<file path="config.mk">
export PLATFORM = sky130hd
export DESIGN_NAME = idct_prod_accum
export DESIGN_NICKNAME = d
export VERILOG_FILES = /design/src/rtl/idct_prod_accum.sv
export SDC_FILE = /design/constraint.sdc
export NUM_CORES = 1
export LEC_CHECK = 0
export CORE_MARGIN = 8
export CORE_UTILIZATION = 58
export CTS_CLUSTER_DIAMETER = 200
export DETAILED_ROUTE_END_ITERATION = 10
export PLACE_DENSITY_LB_ADDON = 0.15
export SLEW_MARGIN = 30
export SYNTH_ARGS = -nofsm -noshare
export SYNTH_HDL_FRONTEND = slang
export SYNTH_SLANG_ARGS = --single-unit
</file>
<file path="constraint.sdc">
create_clock -name clk -period 3.2 [get_ports clk]
set_input_delay 0.64 -clock clk [delete_from_list [all_inputs] [get_ports clk]]
set_output_delay 0.64 -clock clk [all_outputs]
set_load 0.02 [all_outputs]
</file>
<file path="src/rtl/idct_prod_accum.sv">
// idct_prod_accum
// Accumulates TERMS signed products from the multiplier wrapper into one IDCT
// output coefficient, then rounds half-up, arithmetic-shifts by SHIFT and
// narrows to OUT_WIDTH. Results leave through a 2-entry FIFO.
//
// Build option: define IDCT_PROD_ACCUM_SAT_EN to clamp the narrowed result to
// the signed OUT_WIDTH range. Without it the result wraps to its low OUT_WIDTH
// bits. Either way ovf_sticky latches any clip or wrap until reset.
//
// Handshakes (valid/ready on both sides): a transfer happens on a rising clk
// edge where valid && ready are both high. Valid must not depend on ready.
// Input side: p_valid/p_ready carry p_in and grp_start.
// Output side: coef_valid/coef_ready carry coef_out, the FIFO head.
//
// The FSM state is visible for debug on the state_dbg output.
module idct_prod_accum #(
  parameter int IN_WIDTH  = 32,
  parameter int ACC_WIDTH = 36,
  parameter int TERMS     = 8,
  parameter int SHIFT     = 13,
  parameter int OUT_WIDTH = 16
) (
  input  logic                 clk,
  input  logic                 rstP,
  input  logic [IN_WIDTH-1:0]  p_in,
  input  logic                 p_valid,
  output logic                 p_ready,
  input  logic                 grp_start,
  output logic [OUT_WIDTH-1:0] coef_out,
  output logic                 coef_valid,
  input  logic                 coef_ready,
  output logic                 ovf_sticky,
  output logic                 busy,
  output logic [1:0]           state_dbg
);

  localparam int CNT_W = $clog2(TERMS + 1);

  // Rounding constant: one half of an output LSB.
  localparam logic [ACC_WIDTH:0] HALF = {{ACC_WIDTH{1'b0}}, 1'b1} << (SHIFT - 1);
  // Signed OUT_WIDTH bounds, held at the width of the shifted sum.
  localparam logic signed [ACC_WIDTH:0] MAX_V =
    {{(ACC_WIDTH + 2 - OUT_WIDTH){1'b0}}, {(OUT_WIDTH - 1){1'b1}}};
  localparam logic signed [ACC_WIDTH:0] MIN_V = ~MAX_V;

  typedef enum logic [1:0] {
    S_IDLE      = 2'd0,
    S_ACCUM     = 2'd1,
    S_ROUND     = 2'd2,
    S_FULL_WAIT = 2'd3
  } state_e;

  state_e                       state_q, state_d;
  logic [CNT_W-1:0]             cnt_q, cnt_d;
  logic [ACC_WIDTH-1:0]         acc_q, acc_d;
  logic [OUT_WIDTH-1:0]         mem_q [2];
  logic [OUT_WIDTH-1:0]         mem_d [2];
  logic                         rd_ptr_q, rd_ptr_d;
  logic                         wr_ptr_q, wr_ptr_d;
  logic [1:0]                   fifo_cnt_q, fifo_cnt_d;
  logic                         ovf_q, ovf_d;

  logic                         accept;
  logic                         push;
  logic                         pop;
  logic                         slot_free;
  logic [ACC_WIDTH-1:0]         p_sext;
  logic signed [ACC_WIDTH:0]    rnd_sum;
  logic signed [ACC_WIDTH:0]    shifted;
  logic [OUT_WIDTH-1:0]         r_val;
  logic                         r_ovf;

  assign p_ready    = (state_q == S_IDLE) || (state_q == S_ACCUM);
  assign accept     = p_valid && p_ready;
  assign p_sext     = {{(ACC_WIDTH - IN_WIDTH){p_in[IN_WIDTH-1]}}, p_in};
  assign coef_valid = (fifo_cnt_q != 2'd0);
  assign pop        = coef_valid && coef_ready;
  // A full FIFO still has room when its head leaves in the same cycle.
  assign slot_free  = (fifo_cnt_q != 2'd2) || pop;
  assign coef_out   = coef_valid ? mem_q[rd_ptr_q] : '0;
  assign ovf_sticky = ovf_q;
  assign busy       = (state_q != S_IDLE) || coef_valid;
  assign state_dbg  = state_q;

  // Round and narrow the accumulator; acc_q is frozen in ROUND/FULL_WAIT, so
  // this result is stable for as long as the push is pending.
  always_comb begin
    rnd_sum = $signed({acc_q[ACC_WIDTH-1], acc_q}) + $signed(HALF);
    shifted = rnd_sum >>> SHIFT;
    r_val   = shifted[OUT_WIDTH-1:0];
    r_ovf   = 1'b0;
`ifdef IDCT_PROD_ACCUM_SAT_EN
    if (shifted > MAX_V) begin
      r_val = {1'b0, {(OUT_WIDTH - 1){1'b1}}};
      r_ovf = 1'b1;
    end else if (shifted < MIN_V) begin
      r_val = {1'b1, {(OUT_WIDTH - 1){1'b0}}};
      r_ovf = 1'b1;
    end
`else
    r_ovf = (shifted != {{(ACC_WIDTH + 1 - OUT_WIDTH){r_val[OUT_WIDTH-1]}}, r_val});
`endif
  end

  // Group FSM: next state, accumulator, term count and the FIFO push request.
  always_comb begin
    state_d = state_q;
    cnt_d   = cnt_q;
    acc_d   = acc_q;
    push    = 1'b0;
    case (state_q)
      S_IDLE: begin
        // The first beat always opens a group, whatever grp_start says.
        if (accept) begin
          acc_d   = p_sext;
          cnt_d   = CNT_W'(1);
          state_d = S_ACCUM;
        end
      end
      S_ACCUM: begin
        if (accept) begin
          if (grp_start) begin
            // Early group start: drop the partial sum and restart here.
            acc_d = p_sext;
            cnt_d = CNT_W'(1);
          end else begin
            acc_d = acc_q + p_sext;
            cnt_d = cnt_q + CNT_W'(1);
            if (cnt_q + CNT_W'(1) == CNT_W'(TERMS)) begin
              state_d = S_ROUND;
            end
          end
        end
      end
      S_ROUND: begin
        if (slot_free) begin
          push    = 1'b1;
          cnt_d   = '0;
          state_d = S_IDLE;
        end else begin
          state_d = S_FULL_WAIT;
        end
      end
      S_FULL_WAIT: begin
        if (slot_free) begin
          push    = 1'b1;
          cnt_d   = '0;
          state_d = S_IDLE;
        end
      end
      default: begin
        state_d = S_IDLE;
      end
    endcase
  end

  // Output FIFO bookkeeping and the sticky overflow flag.
  always_comb begin
    mem_d      = mem_q;
    wr_ptr_d   = wr_ptr_q;
    rd_ptr_d   = rd_ptr_q;
    fifo_cnt_d = fifo_cnt_q;
    ovf_d      = ovf_q;
    if (push) begin
      mem_d[wr_ptr_q] = r_val;
      wr_ptr_d        = ~wr_ptr_q;
      ovf_d           = ovf_q | r_ovf;
    end
    if (pop) begin
      rd_ptr_d = ~rd_ptr_q;
    end
    case ({push, pop})
      2'b10:   fifo_cnt_d = fifo_cnt_q + 2'd1;
      2'b01:   fifo_cnt_d = fifo_cnt_q - 2'd1;
      default: fifo_cnt_d = fifo_cnt_q;
    endcase
  end

  // State registers with synchronous reset.
  always_ff @(posedge clk) begin
    if (rstP) begin
      state_q    <= S_IDLE;
      cnt_q      <= '0;
      acc_q      <= '0;
      mem_q[0]   <= '0;
      mem_q[1]   <= '0;
      rd_ptr_q   <= 1'b0;
      wr_ptr_q   <= 1'b0;
      fifo_cnt_q <= 2'd0;
      ovf_q      <= 1'b0;
    end else begin
      state_q    <= state_d;
      cnt_q      <= cnt_d;
      acc_q      <= acc_d;
      mem_q      <= mem_d;
      rd_ptr_q   <= rd_ptr_d;
      wr_ptr_q   <= wr_ptr_d;
      fifo_cnt_q <= fifo_cnt_d;
      ovf_q      <= ovf_d;
    end
  end

endmodule

</file>
==> results of run 1 <==
cells by family (layout without fill, tap and decap cells):
| kind of cell | count (synthesis) | in the layout | share of synthesized area |
|---|---|---|---|
| AND/OR/NAND/NOR | 297 | 297 | 0.238 |
| AO/OA/AOI/OAI | 233 | 233 | 0.256 |
| flip-flops | 79 | 79 | 0.270 |
| buffers and inverters | 76 | 160 | 0.0510 |
| XOR/XNOR | 48 | 48 | 0.0717 |
| adder cells (fa/ha/maj) | 39 | 39 | 0.0845 |
| multiplexers | 17 | 17 | 0.0290 |
synthesized netlist by cell type, types with 7 or more instances:
cell type and n:
nand2_1 101, nor2_1 88, dfxtp_1 79, o21ai_0 63, a21oi_1 54, clkbuf_1 40
ha_1 38, nand3_1 30, xnor2_1 27, a31oi_1 21, xor2_1 21, inv_1 20
a211oi_1 19, mux2i_1 17, a21o_1 16, a311oi_1 14, nor3_1 14, nand4_1 12
or3_1 12, buf_2 9, o211ai_1 7
worst paths after layout:
check / start / endpoint / slack, ns / cells after the start
max reg2reg: acc_q[0] / acc_q[34] / 0.34 / 12
min reg2reg: mem_q[8] / mem_q[8] / 0.46 / 2
min: mem_q[8] / mem_q[8] / 0.46 / 2
max: p_in[1] / acc_q[34] / 0.17 / 12
worst reg2reg max path, stage by stage, from the launching register on:
cell	delay (ns)
dfxtp_1	0.35
ha_2	0.18
inv_1	0.06
fa_2	0.38
and2b_1	0.25
o2111ai_2	0.17
a21boi_2	0.22
a41oi_2	0.13
o211ai_1	0.33
nand2_1	0.16
o31ai_2	0.27
xnor2_1	0.14
o22ai_1	0.09
power by group through the flow:
stage / Clock (uW) / Sequential, uW / Combinational [uW]
after floorplan: 0 / 1080 / 498
after global placement: 0 / 1090 / 739
after detailed placement: 0 / 1090 / 758
after CTS: 720 / 1070 / 765
after global routing: 763 / 1080 / 855
final: 712 / 1070 / 776
state kept, by name (all words and copies together) (netlist names):
name,cells
acc_q,36
mem_q,32
cnt_q,4
fifo_cnt_q,2
state_dbg,2
ovf_sticky,1
rd_ptr_q,1
wr_ptr_q,1
timing repair:
| action | CTS | global route |
|---|---|---|
| buffers inserted | 0 | 1 |
| gates cloned | 0 | 0 |
| pin swaps | 4 | 9 |
| setup endpoints to repair | 2 | 12 |
| resized for setup | 2 | 6 |
final cells by class:
type,count,area share
tap,133,0.0234
timing repair buffer,122,0.149
sequential,79,0.223
clock buffer,9,0.0174
inverter,22,0.0116
multi-input combinational,634,0.568
clock inverter,7,0.00793
layout by cell type (no fill, tap or decap), types with 14 or more instances in the layout:
cell type and n:
a21oi_1 54, xnor2_1 27, clkdlybuf4s50_1 56, nor3_1 14, o21ai_0 63, dfxtp_1 79, buf_4 64, inv_1 20
a211oi_1 19, nor2_1 87, xor2_1 21, nand2_1 101, a311oi_1 14, ha_1 37, nand3_1 30, a31oi_1 20
mux2i_1 17, a21o_1 16
stage by stage:
step                      hold slack (ns)  cell area (um2)
after floorplan                     0.425             5870
after global placement              0.433             6880
after detailed placement            0.444             6880
after CTS                           0.465             7070
after global routing                0.499             7100
final                               0.462             7100
layer usage:
layer  vias to the layer above  global-route usage  share of wire
met4                         0              0.0802          0.017
li1                       2999                   -              -
met1                      2857               0.297           0.44
met2                       184               0.432           0.48
met5                         -                   0              0
met3                        24              0.0383          0.055
==> impl_results.md, run 1 <==
* Die X at approximately 120 um
* Power per Cell Area at 361 nW/um2
* DR iter-0 viols at around 430
* Fin util at 0.723
* Syn Area/Cell at 7.44 um2
* # setup viols final at 0
* Final Max Tran Viols at 0
* CP arrival at approximately 3.3 ns
* Post-route setup TNS at 0 ns
* Syn-to-layout area delta at 21.0%
* # rows at 36
* Warnings from Yosys at 0
* Synth cell types at 66
* Post-DRT Antenna Nets at 0
* Slew margin rel. at 0.584
* Cell taking the most area after synthesis: dfxtp_1
* Endpoints failing hold at 0
* Non-filler instance count after layout at 1,006
* CP startpoint kind: input pin
* H-tree depth at 3
* CTS tree: built
* Worst skew pair latency at between 0.3 and 0.4 ns
* Slew at the pin closest to its max-slew limit at between 0.6 and 0.7 ns
* Total track usage at 0.245
* Core area at slightly below 10,000 um2
* Via count at 6,064
* Routed Wire Length at 16.4 mm
* Synth Cell Area at roughly 5900 um2
* Die height at between 100 and 150 um
* CP required at 3.44 ns
* Top-level I/O count at 59
* Filler instances at ~860
* Ant. Diodes at 0
* #FFs+latches synth at 79
* GRT overflow at 0
* Worst stage delay on the critical path at between 0.4 and 0.5 ns
* CTS Sinks at between 70 and 80
* Layout cells sized above 1 at 0.116
* Min Tclk post-route at 3.03 ns
* VDD IR-drop max at between 0.0002 and 0.00025 V
* Critical path's slowest cell: clkdlybuf4s50_1
* CTS Buf Count at 9
* RSZ-0062 raised after global routing: no
* Kind of critical path: in -> reg
* Port buffer count at 58
* Total power at 2560 uW
* Switching portion of total power at 0.349
* Sequential Area at 1580 um2
* Sequential-to-total area share from yosys stat at 0.270
* EDFF count, synth at 0
* Mapped Cells at 789
* Top_reg_cell synth: dfxtp_1
* # hold bufs at CTS at 0
* Initial antenna violation count at 0
* Ys async rst share at 0
* Critical-path maximum fanout at 2
* Synth top area share at 0.270
* Pre-CTS setup slack at -0.476 ns
* Worst setup margin at approximately 0.17 ns
* Clk pwr share at 0.278
* Delay-heaviest family, CP: compound AO/OA/AOI/OAI gates
* Psw at 893 uW
* Area taken by multi-input logic gates at 4030 um2
* Gp weighted congestion at between 0.9 and 1
* Max cap viols at 0
* Syn nets at 865
* Initial Util at 0.597
* Final Cycle Share at 0.946
* Main area contributors after synthesis: dfxtp_1, ha_1, nand2_1
* Internal at ~1700 uW
* Seq pwr share at 0.419
* CP Buf/Inv Count at 2
* Wire per inst at about 16 um
* Die area at ~14,000 um2
* Post-DP HPWL at roughly 12 mm
* Hold WC Path Type: reg -> reg
* Drt via density at 6.03
* DR pass1 iterations at 5
* Final net count at 944
* Cells after DPL at about 990
* Clk_skew at 0.0130 ns
* Vias in the first global route at roughly 5,900
* Clk buf depth at 2
* Pleak at ~0.0028 uW
* Clock Pin Slew Worst Setup and Hold Paths at 0.09 ns
* Power share of the combinational group at 0.303
* Max Clock Freq at 0.330 GHz
* Largest net degree at the start of global routing at 53
* Outcome: completed
* Crit-path cells: clkdlybuf4s50_1, inv_1, fa_2, and2b_1, o2111ai_2, a21boi_2, a41oi_2, o211ai_1, nand2_1, o31ai_2, xnor2_1, o22ai_1
* Crit end category: register
* CTS Root Cell: clkbuf_8
* First-pass GRT wire length at 27.0 mm
* Residual DRC count at 0
Power figures use the tool's default switching activity.
==> run 2: changes to the inputs <==
--- a/config.mk
+++ b/config.mk
@@ -7,8 +7,10 @@
 export LEC_CHECK = 0
 export CORE_MARGIN = 8
 export CORE_UTILIZATION = 58
-export CTS_CLUSTER_DIAMETER = 200
+export CTS_CLUSTER_DIAMETER = 80
+export CTS_CLUSTER_SIZE = 25
 export DETAILED_ROUTE_END_ITERATION = 10
+export GPL_ROUTABILITY_DRIVEN = 0
 export PLACE_DENSITY_LB_ADDON = 0.15
 export SLEW_MARGIN = 30
 export SYNTH_ARGS = -nofsm -noshare
==> run 2 against run 1 <==
  * Via count increased by 0.78%
  * Clock-buffer cell count increased by 1
  * Final area increased by 0.42%
  * Sequential share of layout area decreased by 0.094 points
==> impl_results.md, run 2 (synthesis results as in run 1) <==
* Outcome: completed (unchanged)
* GRT overflow at 0 (unchanged)
* Min Tclk post-route at 2.98 ns (was 3.03 ns)
* CTS tree: built (unchanged)
* Kind of critical path: in -> reg (unchanged)
* Max Clock Freq at 0.335 GHz (was 0.330 GHz)
* DR pass1 iterations at 5 (unchanged)
* Drt via density at 6.08 (was 6.03)
* Post-DRT Antenna Nets at 0 (unchanged)
* Clock Pin Slew Worst Setup and Hold Paths at 0.09 ns (about the same)
* Final Cycle Share at 0.932 (was 0.946)
* Wire per inst at 16.3 um (about the same)
* Slew at the pin closest to its max-slew limit at 0.711 ns (was 0.622 ns)
* Routed Wire Length at 16.4 mm (about the same)
* VDD IR-drop max at 0.000286 V (was 0.000250 V)
* Core area at 9820 um2 (unchanged)
* Clk buf depth at 2 (unchanged)
* CTS Sinks at 79 (unchanged)
* Highest-count cells in the layout ignoring fill and taps: nand2_1, nor2_1, dfxtp_1, o21ai_0, buf_4 (was nand2_1, nor2_1, dfxtp_1, buf_4, o21ai_0)
* # setup viols final at 0 (unchanged)
* Final net count at 943 (was 944)
* CP arrival at 3.24 ns (was 3.26 ns)
* Syn-to-layout area delta at 21.5% (was 21.0%)
* Area taken by multi-input logic gates at 4050 um2 (was 4030 um2)
* Slew margin rel. at 0.520 (was 0.584)
* Total power at 2620 uW (was 2560 uW)
* CP required at 3.46 ns (was 3.44 ns)
* Largest net degree at the start of global routing at 33 (was 53)
* Most common cell after layout, fill and taps aside: nand2_1 (unchanged)
* Worst Hold Margin at 0.463 ns (was 0.462 ns)
* Top-level I/O count at 59 (unchanged)
* R2r setup slk at 0.43 ns (was 0.34 ns)
* Die height at 117 um (unchanged)
* Clk_skew at 0.0152 ns (was 0.0130 ns)
* Pleak at 0.00278 uW (was 0.00276 uW)
* Final Max Tran Viols at 0 (unchanged)
* Largest regs: acc_q x36, mem_q x32, cnt_q x4 (unchanged)
* H-tree depth at 3 (unchanged)
* Critical-path maximum fanout at 3 (was 2)
* CTS Root Cell: clkbuf_8 (unchanged)
* Layout cells sized above 1 at 0.117 (was 0.116)
* Post-DP HPWL at 12.2 mm (was 12.5 mm)
* Worst skew pair latency at 0.37 ns (was 0.38 ns)
* Largest register FFs at 36 (unchanged)
* Endpoints failing hold at 0 (unchanged)
* CTS Buf Count at 9 (unchanged)
* Port buffer count at 58 (unchanged)
* Residual DRC count at 0 (unchanged)
* Total track usage at 0.242 (was 0.245)
* # rows at 36 (unchanged)
* First-pass GRT wire length at 26.8 mm (was 27.0 mm)
* Sequential Area at 1580 um2 (unchanged)
* Die X at 117 um (unchanged)
* Reg2reg path depth at 12 (unchanged)
* Ant. Diodes at 0 (unchanged)
* Power per Cell Area at 367 nW/um2 (was 361 nW/um2)
* Initial Util at 0.597 (unchanged)
* Die area at 13,600 um2 (unchanged)
* RSZ-0062 raised after global routing: no (unchanged)
* Min-Delay Path Depth at 2 (unchanged)
* DR iter-0 viols at 489 (was 427)
* # hold bufs at CTS at 0 (unchanged)
* Vias in the first global route at 5,803 (was 5,851)
* Crit end category: register (unchanged)
* Filler instances at 837 (was 858)
* Via count at 6,111 (was 6,064)
* CP startpoint kind: input pin (unchanged)
* Hold WC Path Type: reg -> reg (unchanged)
* Initial antenna violation count at 0 (unchanged)
* Max cap viols at 0 (unchanged)
* Most flop-heavy register: acc_q (unchanged)
-- run 2: cell count changes in the layout (fill, tap and decap cells not counted), sizes merged --
| cell | delta |
|---|---|
| clkbuf | +1 |
| clkinv | +2 |
| inv | -1 |
| clkinvlp | -3 |
| buf | -1 |
| bufinv | +1 |
-- run 2: area by class of cell --
type                            instances  area share
Clock inverter                          6     0.00965
Multi-Input combinational cell        634       0.568
Inverter                               22      0.0116
Tap cell                              133      0.0233
Timing Repair Buffer                  121       0.147
Sequential cell                        79       0.222
Clock buffer                           10      0.0179
-- run 2: final timing paths --
| check | from | to |
|---|---|---|
| worst max-delay path | p_in[4] | acc_q[30] |
| worst min-delay path | mem_q[7] | mem_q[7] |
| worst max register to register | acc_q[0] | acc_q[34] |
| worst min register to register | mem_q[7] | mem_q[7] |
-- run 2: layer usage --
| metal | up-vias | GRT usage | share of wire |
|---|---|---|---|
| met5 | - | 0 | 0 |
| met4 | 0 | 0.0922 | 0.016 |
| met3 | 26 | 0.0434 | 0.068 |
| met2 | 243 | 0.412 | 0.48 |
| met1 | 2842 | 0.298 | 0.44 |
| li1 | 3000 | - | - |
-- run 2: metrics by stage --
stage                     TNS (ns)  utilization  std cells  setup slack [ns]  area (um2)
after global routing             0        0.726       1005           0.00633        7130
after floorplan                  0            -        789             0.286        5870
after detailed placement     -4.24        0.699        987            -0.480        6860
after global placement       -2.97        0.699        987            -0.346        6860
after CTS                        0        0.720       1003          0.000303        7070
final                            0        0.726       1005             0.218        7130
-- run 2: what timing repair did --
item / in CTS / in global routing
gates resized for setup: 3 / 9
setup endpoints to repair: 2 / 11
buffers inserted: 0 / 2
pin swaps: 1 / 10
-- run 2: where the power goes --
group / switching, uW / total, uW / internal, uW
Clock: 394 / 759 / 365
Combinational: 427 / 784 / 357
Sequential: 53.2 / 1070 / 1020
Total: 874 / 2620 / 1740
-- run 2: worst max-delay path, stage by stage --
cell and delay (ns):
clkdlybuf4s50_1 0.43, ha_1 0.33, a21o_1 0.20, a21oi_1 0.24, a21boi_2 0.11, buf_4 0.15
o31ai_2 0.28, nand2_2 0.14, a31oi_4 0.18, o21ai_2 0.11, xnor2_1 0.15, a211oi_1 0.28
==> run 3: changes to the inputs <==
--- a/config.mk
+++ b/config.mk
@@ -5,8 +5,10 @@
 export SDC_FILE = /design/constraint.sdc
 export NUM_CORES = 1
 export LEC_CHECK = 0
+export CAP_MARGIN = 20
 export CORE_MARGIN = 8
-export CORE_UTILIZATION = 58
+export CORE_UTILIZATION = 60
+export CTS_BUF_LIST = sky130_fd_sc_hd__clkbuf_4 sky130_fd_sc_hd__clkbuf_8
 export CTS_CLUSTER_DIAMETER = 80
 export CTS_CLUSTER_SIZE = 25
 export DETAILED_ROUTE_END_ITERATION = 10
==> run 3 against run 2 <==
  * Register-to-register slack got worse by 0.08 ns
  * Final area fell by 0.67%
  * Via count rose by 1.5%
  * Largest cell class unchanged
  * Wire length rose by 1.3%
  * Clock-buffer cell count fell by 1
  * Hold slack got worse by 0.0038 ns
==> impl_results.md, run 3 (synthesis results as in run 1) <==
* Reg2reg path depth at 12 (unchanged)
* Residual DRC count at 0 (unchanged)
* Delay-heaviest family, CP: compound AO/OA/AOI/OAI gates (unchanged)
* HP Start: mem_q[14] (was mem_q[7])
* Largest net degree at the start of global routing at 53 (was 33)
* Reg-to-Reg End: acc_q[34] (unchanged)
* Min Tclk post-route at 3.06 ns (was 2.98 ns)
* Largest regs: acc_q x36, mem_q x32, cnt_q x4 (unchanged)
* Final net count at 940 (was 943)
* Top-level I/O count at 59 (unchanged)
* Ant. Diodes at 0 (unchanged)
* Min-Delay Path Depth at 2 (unchanged)
* Slew at the pin closest to its max-slew limit at 0.747 ns (was 0.711 ns)
* Area after DPL at 6830 um2 (was 6860 um2)
* Reg-to-Reg Start: acc_q[0] (unchanged)
* Die height at 115 um (was 117 um)
* Internal at 1740 uW (about the same)
* CTS Root Cell: clkbuf_8 (unchanged)
* Critical path's slowest cell: clkdlybuf4s50_1 (unchanged)
* CTS Sinks at 79 (unchanged)
* CTS Buf Count at 9 (unchanged)
* # rows at 36 (unchanged)
* Pleak at 0.00277 uW (was 0.00278 uW)
* Clock Pin Slew Worst Setup and Hold Paths at 0.09 ns (about the same)
* RSZ-0062 raised after global routing: no (unchanged)
* Kind of critical path: in -> reg (unchanged)
* R2r setup slk at 0.35 ns (was 0.43 ns)
* Post-route setup TNS at 0 ns (unchanged)
* DR iter-0 viols at 481 (was 489)
* Psw at 900 uW (was 874 uW)
* Initial Util at 0.609 (was 0.597)
* Wire per inst at 16.5 um (was 16.3 um)
* Endpoints failing hold at 0 (unchanged)
* CP arrival at 3.34 ns (was 3.24 ns)
* Drt via density at 6.19 (was 6.08)
* Post-DP HPWL at 12.3 mm (was 12.2 mm)
* Crit end category: register (unchanged)
* Layout cells sized above 1 at 0.109 (was 0.117)
* CP required at 3.48 ns (was 3.46 ns)
* Final Max Tran Viols at 0 (unchanged)
* # setup viols final at 0 (unchanged)
* Max Clock Freq at 0.327 GHz (was 0.335 GHz)
* Fin area at 7080 um2 (was 7130 um2)
* GRT overflow at 0 (unchanged)
* DR pass1 iterations at 5 (unchanged)
* Die X at 115 um (was 117 um)
* Final Cycle Share at 0.955 (was 0.932)
* Switching portion of total power at 0.341 (was 0.334)
* Via count at 6,200 (was 6,111)
* CP Buf/Inv Count at 1 (was 2)
* Syn-to-layout area delta at 20.7% (was 21.5%)
* Most common cell after layout, fill and taps aside: nand2_1 (unchanged)
* Vias in the first global route at 6,036 (was 5,803)
* Largest register FFs at 36 (unchanged)
* Seq pwr share at 0.407 (was 0.410)
* Most flop-heavy register: acc_q (unchanged)
* Slew margin rel. at 0.500 (was 0.520)
* Port buffer count at 58 (unchanged)
* Hold WC Path Type: reg -> reg (unchanged)
* Power share of the combinational group at 0.293 (was 0.300)
* Routed Wire Length at 16.6 mm (was 16.4 mm)
* Initial antenna violation count at 0 (unchanged)
* Outcome: completed (unchanged)
* H-tree depth at 3 (unchanged)
* Worst stage delay on the critical path at 0.44 ns (was 0.43 ns)
* Power per Cell Area at 373 nW/um2 (was 367 nW/um2)
* Highest-count cells in the layout ignoring fill and taps: nand2_1, nor2_1, dfxtp_1, o21ai_0, buf_4 (unchanged)
* Hold worst-path end: mem_q[14] (was mem_q[7])
* Max cap viols at 0 (unchanged)
* Crit-path cells: clkdlybuf4s50_1, ha_1, a21o_1, a21oi_1, a21boi_2, o31ai_1, nand2_1, a31oi_1, o21ai_1, xnor2_1, a211oi_1 (was clkdlybuf4s50_1, ha_1, a21o_1, a21oi_1, a21boi_2, buf_4, o31ai_2, nand2_2, a31oi_4, o21ai_2, xnor2_1, a211oi_1)
* First-pass GRT wire length at 27.5 mm (was 26.8 mm)
* Post-DRT Antenna Nets at 0 (unchanged)
* CP startpoint kind: input pin (unchanged)
* Die area at 13,200 um2 (was 13,600 um2)
* Critical-path maximum fanout at 4 (was 3)
* Worst skew pair latency at 0.36 ns (was 0.37 ns)
* Clk buf depth at 2 (unchanged)
* CTS tree: built (unchanged)
* Total track usage at 0.254 (was 0.242)
* VDD IR-drop max at 0.000227 V (was 0.000286 V)
* Clk pwr share at 0.300 (was 0.290)
* Core area at 9640 um2 (was 9820 um2)
* Clk_skew at 0.00861 ns (was 0.0152 ns)
run 3: per-stage QoR:
step	util	power [uW]	hold slack, ns	setup WS (ns)	instances
finish	0.735	2640	0.459	0.143	1002
global route	0.735	2780	0.494	0.0158	1002
CTS	0.731	2630	0.461	0.0131	1000
detailed placement	0.709	1840	0.442	-0.437	983
global placement	0.709	1820	0.432	-0.352	983
floorplan	-	1570	0.425	0.286	789
run 3: timing repair:
| action | CTS | global route |
|---|---|---|
| setup endpoints to repair | 1 | 10 |
| hold buffers | 0 | 0 |
| pin swaps | 3 | 10 |
| buffers inserted | 1 | 2 |
| hold endpoints to repair | 0 | 0 |
| resized for setup | 1 | 5 |
run 3: power groups by stage:
stage	Clock, uW	Sequential, uW	Combinational, uW
2_1_floorplan	0	1080	498
3_3_place_gp	0	1090	723
3_5_place_dp	0	1100	746
4_1_cts	799	1070	755
5_1_grt	852	1080	847
6_report	793	1080	775
run 3: worst reg2reg max path: stages (launching register included):
cell       delay, ns
dfxtp_1         0.35
ha_2            0.18
inv_1           0.06
fa_2            0.38
and2b_1         0.23
o2111ai_2       0.16
a21boi_2        0.25
a41oi_2         0.14
o211ai_1        0.29
nand2_1         0.16
o31ai_2         0.29
xnor2_1         0.15
o22ai_1         0.08
run 3: per-layer routing:
layer  global-route usage  routed length, um  vias to the layer above  share of wire
li1                     -                  -                     2987              -
met1                0.303               7160                     2946           0.43
met5                    0                  0                        -              0
met2                0.441               8130                      221           0.49
met3               0.0326                843                       46          0.051
met4                0.121                444                        0          0.027
run 3: final cells by class:
type,count,area (um2)
Clock buffer,9,124
Tap cell,133,166
Timing Repair Buffer,118,1030
Fill cell,793,2560
Inverter,22,82.6
Multi-Input combinational cell,634,4020
Clock inverter,7,80.1
Sequential cell,79,1580
run 3: worst max path at each step:
stage | slack [ns] | cells after the start | start | to
6_report | 0.14 | 11 | p_in[4] | acc_q[30]
3_5_place_dp | -0.44 | 13 | p_in[0] | acc_q[34]
3_3_place_gp | -0.35 | 13 | p_in[0] | acc_q[34]
2_1_floorplan | 0.29 | 12 | p_in[0] | acc_q[34]
4_1_cts | 0.01 | 13 | p_in[0] | acc_q[34]
5_1_grt | 0.02 | 12 | p_in[1] | acc_q[34]
